[config.mk]
export PLATFORM = sky130hd
export DESIGN_NAME = bin_to_bcd_seq
export DESIGN_NICKNAME = d
export VERILOG_FILES = /design/src/rtl/bin_to_bcd_pkg.sv /design/src/rtl/bcd_add3.sv /design/src/rtl/bin_to_bcd_seq.sv
export SDC_FILE = /design/constraint.sdc
export NUM_CORES = 1
export LEC_CHECK = 0
export ABC_AREA = 1
export BUFFER_PORTS_ARGS = -buffer_cell sky130_fd_sc_hd__buf_4
export CORE_MARGIN = 2
export CORE_UTILIZATION = 56
export DETAILED_ROUTE_END_ITERATION = 12
export GPL_ROUTABILITY_DRIVEN = 1
export PLACE_DENSITY = 0.79
export SLEW_MARGIN = 20
export SYNTH_ARGS = -nofsm -noshare
export SYNTH_HDL_FRONTEND = slang
export SYNTH_SLANG_ARGS = --single-unit
[constraint.sdc]
create_clock -name clk -period 1.9 [get_ports clk]
set_clock_uncertainty 0.1 [all_clocks]
set_input_delay 0.475 -clock clk [delete_from_list [all_inputs] [get_ports clk]]
set_output_delay 0.475 -clock clk [all_outputs]
set_load 0.1 [all_outputs]
[src/rtl/bin_to_bcd_pkg.sv]
// Shared widths, codes and types for the sequential binary-to-BCD converter.
package bin_to_bcd_pkg;

    localparam int BIN_W = 14;
    localparam int NDIG  = 4;
    localparam int SR_W  = NDIG * 4 + BIN_W;

    localparam logic [BIN_W-1:0] MAX_VAL    = 14'd9999;
    localparam logic [3:0]       BLANK_CODE = 4'hF;
    localparam logic [3:0]       LAST_ITER  = 4'(BIN_W - 1);

    typedef enum logic [1:0] {IDLE, SHIFT, DONE} conv_state_t;

    typedef logic [3:0] bcd_digit_t;

endpackage

[src/rtl/bcd_add3.sv]
// Double-dabble correction for one BCD nibble: add 3 when the digit is 5 or more.
module bcd_add3
    import bin_to_bcd_pkg::*;
(
    input  bcd_digit_t din,
    output bcd_digit_t dout
);

    assign dout = (din >= 4'd5) ? din + 4'd3 : din;

endmodule

[src/rtl/bin_to_bcd_seq.sv]
// Iterative shift-and-add-3 binary-to-BCD converter with start/busy/done handshake.
// Digits are only updated on the final iteration, so the display never sees partial results.
module bin_to_bcd_seq
    import bin_to_bcd_pkg::*;
(
    input  logic             clk,
    input  logic             reset,
    input  logic [BIN_W-1:0] bin,
    input  logic             start,
    output logic             busy,
    output logic             done,
    output logic             overflow,
    output bcd_digit_t       d3,
    output bcd_digit_t       d2,
    output bcd_digit_t       d1,
    output bcd_digit_t       d0
);

    conv_state_t     state;
    conv_state_t     state_next;
    logic [SR_W-1:0] sr;
    logic [SR_W-1:0] sr_corr;
    logic [SR_W-1:0] sr_shift;
    logic [3:0]      iter;
    logic            ovf_pending;
    logic            load;
    logic            step;
    logic            last;

    always_ff @(posedge clk) begin
        if (reset) begin
            state <= IDLE;
        end else begin
            state <= state_next;
        end
    end

    always_comb begin
        state_next = state;
        load       = 1'b0;
        step       = 1'b0;
        last       = 1'b0;
        case (state)
            IDLE: begin
                if (start) begin
                    load       = 1'b1;
                    state_next = SHIFT;
                end
            end
            SHIFT: begin
                step = 1'b1;
                if (iter == LAST_ITER) begin
                    last       = 1'b1;
                    state_next = DONE;
                end
            end
            DONE: begin
                state_next = IDLE;
            end
            default: begin
                state_next = IDLE;
            end
        endcase
    end

    // Each BCD nibble of the shift register is corrected before the shift.
    for (genvar g = 0; g < NDIG; g++) begin : g_add3
        bcd_add3 u_add3 (
            .din  (sr[BIN_W + 4*g +: 4]),
            .dout (sr_corr[BIN_W + 4*g +: 4])
        );
    end

    assign sr_corr[BIN_W-1:0] = sr[BIN_W-1:0];
    assign sr_shift           = sr_corr << 1;

    always_ff @(posedge clk) begin
        if (reset) begin
            sr          <= '0;
            iter        <= '0;
            ovf_pending <= 1'b0;
            overflow    <= 1'b0;
            d3          <= '0;
            d2          <= '0;
            d1          <= '0;
            d0          <= '0;
        end else if (load) begin
            sr          <= {{(NDIG*4){1'b0}}, bin};
            iter        <= '0;
            ovf_pending <= (bin > MAX_VAL);
        end else if (step) begin
            sr   <= sr_shift;
            iter <= iter + 4'd1;
            if (last) begin
                overflow <= ovf_pending;
                d3 <= ovf_pending ? BLANK_CODE : sr_shift[SR_W-1  -: 4];
                d2 <= ovf_pending ? BLANK_CODE : sr_shift[SR_W-5  -: 4];
                d1 <= ovf_pending ? BLANK_CODE : sr_shift[SR_W-9  -: 4];
                d0 <= ovf_pending ? BLANK_CODE : sr_shift[SR_W-13 -: 4];
            end
        end
    end

    assign busy = (state == SHIFT);
    assign done = (state == DONE);

endmodule

==> results.py <==
metrics = {
    "synthesis": {
        "yosysWarnings": 0,
        "synth.top_cells.by_count": "nand2_1 (105), dfxtp_1 (54), inv_1 (42)",
        "synth_area_um2": 2540,
        "synth_top_cell_by_area": "dfxtp_1",
        "syn_inst": 359,
        "ys_seq_elements": 54,
        "synth_edf_count": 0,
        "ys.flop_type": "dfxtp_1",
        "synth.area.top_cells": "dfxtp_1 (42%), nand2_1 (15%), inv_1 (6.2%), a21oi_1 (5.7%), o21ai_0 (5.1%)",
        "synth-seq-area-share_pct": 42.5,
        "synthArstFlopShare_pct": 0,
        "ys_types": 24,
        "syn_avg_cell_area_um2": 7.09,
        "yosys.cell_count.top_type": "nand2_1",
        "synth_fp_nets": 386,
        "synth_top_area_share_pct": 42.5,
    },
    "run": {
        "drv_cap": 0,
    },
    "global_routing": {
        "grt_overflow": 0,
        "grt_pass1_vias": 2168,
        "grt_pass1_wl_um": 9360,
        "antenna_found_initial": 0,
        "grt_max_degree": 21,
        "grt_use_total_pct": 22.8,
    },
    "floorplanning": {
        "die_y_um": 71.4,
        "initial_utilization_pct": 58.4,
        "fp-row-count": 24,
        "ios": 36,
        "dieArea_um2": 5100,
        "die_w_um": 71.4,
        "coreArea_um2": 4350,
    },
    "routing": {
        "drt-total-wl_um": 5390,
        "ant_nets": 0,
        "drc": 0,
        "drt_iter0_drc": 173,
        "via_per_inst": 5.29,
        "routedWlPerCell_um": 12.0,
        "via_count": 2370,
        "dr.pass1.iters": 4,
    },
    "sta": {
        "period_minus_slack_ns": 1.75,
        "grt_setup_unrepaired": "no",
        "setup_viol": 0,
        "setup_tns_ns": 0,
        "holdWs_ns": 0.324,
        "fmax_ghz": 0.572,
        "drv_slew": 0,
        "worst_pin_slew_ns": 0.328,
        "hold_violations": 0,
        "slew_headroom_pct": 77.9,
        "min_period_over_period_pct": 92.0,
    },
    "critical_path": {
        "crit_type": "reg2out",
        "timing.rr.end": "d0[1]",
        "arrival_ns": 1.17,
        "cp_max_fo": 4,
        "max_stage_delay_ns": 0.41,
        "r2r_start": "iter[0]",
        "required_ns": 1.32,
        "startpoint_type": "flip-flop",
        "r2r_cells": 7,
        "cp-end-kind": "primary output",
        "r2r_setup_slack_ns": 0.25,
        "crit_path_cell_trace": "nand2_2, inv_2, buf_4",
        "slowest_stage": "dfxtp_1",
    },
    "cts": {
        "cts_htree_levels": 2,
        "cts_resized": 0,
        "clockBufferDepth": 2,
        "clock_latency_ns": 0.30,
        "cts_buffers": 5,
        "ctsHoldBuffers": 0,
        "cts-root-buf": "clkbuf_8",
        "cts_setup_buffers": 0,
        "cts_tree": "yes",
        "clk_pin_slew_ns": 0.09,
        "cts_sinks": 54,
    },
    "layout": {
        "final-seq-area_um2": 1080,
        "drive_above_1_share_pct": 14.4,
        "fin_nets": 423,
        "num_antenna_cells": 0,
        "n_fill_cell": 374,
        "multiInputGateArea_um2": 1210,
        "syn_to_final_growth_pct": 16.4,
    },
    "power_and_ir_drop": {
        "vdd_drop_max_mv": 0.482,
        "p_per_area_nw_per_um2": 761,
        "p_leak_nw": 1.40,
    },
    "placement": {
        "place_congestion": 0.778,
        "hpwl_um": 3880,
        "portBuffers": 35,
    },
    "hold_path": {
        "whs_path_depth": 3,
        "min_to": "sr[1]",
        "hold_path.class": "in2reg",
        "min-delay-start": "bin[1]",
    },
    "run_status": {
        "outcome": "finished, final reports clean",
    },
}
[critical path: cells and delay by family (launching register included)]
| kind | cells | cell delay [ns] |
|---|---|---|
| buf+inv | 2 | 0.38 |
| flops | 1 | 0.41 |
| simple gates | 1 | 0.08 |
[registers in the layout (all words and copies together), names as in the netlist]
signal,flops
ovf_pending,1
sr,30
d2,4
overflow,1
d3,4
d0,4
iter,4
d1,4
state,2
[kinds of logic after synthesis]
kind of cell	share of synthesized area [%]
DFF	42.5
adders and majority gates	4.92
AOI/OAI and AO/OA	14.5
and+or+nand+nor	27.9
buffers and inverters	9.89
xor gates and xnor gates	0.344
[worst max-delay path by stage]
| stage | slack [ns] | start | end |
|---|---|---|---|
| finish | 0.15 | state[0] | busy |
| global route | 0.08 | state[0] | busy |
| CTS | 0.15 | state[0] | busy |
| detailed placement | 0.27 | iter[0] | d0[1] |
| global placement | 0.35 | iter[0] | d0[1] |
| floorplan | 0.17 | state[1] | done |
[through the flow]
step / instances / cell area [um^2] / utilization (%) / total power [mW] / setup slack (ns)
after floorplan: 359 / 2550 / - / 1.42 / 0.170
after global placement: 441 / 2850 / 65.4 / 1.49 / 0.347
after detailed placement: 441 / 2850 / 65.4 / 1.50 / 0.275
after CTS: 448 / 2960 / 68.0 / 2.27 / 0.148
after global routing: 448 / 2960 / 68.0 / 2.35 / 0.0841
final: 448 / 2960 / 68.0 / 2.25 / 0.152
[where the power goes]
group	internal, mW	switching [mW]
logic	0.103	0.175
clock network	0.422	0.353
registers	1.17	0.0275
[cell type report]
| type | instances | share of cell area, % |
|---|---|---|
| clock inverter | 1 | 1.01 |
| inverter | 44 | 5.58 |
| tap | 52 | 2.20 |
| sequential | 54 | 36.5 |
| timing repair buffer | 43 | 10.9 |
| multi-input combinational | 248 | 41.0 |
| clock buffer | 6 | 2.79 |
[cells in the final DEF, fill, tap and decap left out]
cell type	instances
clkbuf_8	6
dfxtp_1	54
o21ai_0	26
inv_2	2
bufinv_16	1
xor2_1	1
nand2_2	2
nor2_2	1
nor2_8	1
nor2_4	1
nor3_1	3
a211oi_1	1
nand3b_1	1
buf_4	43
ha_1	10
inv_1	42
nand4_1	9
a31oi_1	12
nor2_1	25
nand2_1	105
nand3_1	19
a21oi_1	29
o21ai_1	2
[per-layer routing]
metal / global-route usage, % / vias up / share of wire, %
li1: - / 1232 / -
met1: 29.8 / 1058 / 44
met2: 37.1 / 72 / 48
met3: 4.92 / 8 / 6.3
met4: 8.60 / 0 / 1.5
met5: 0 / - / 0
Note: power is estimated with default switching activity, not from simulation.
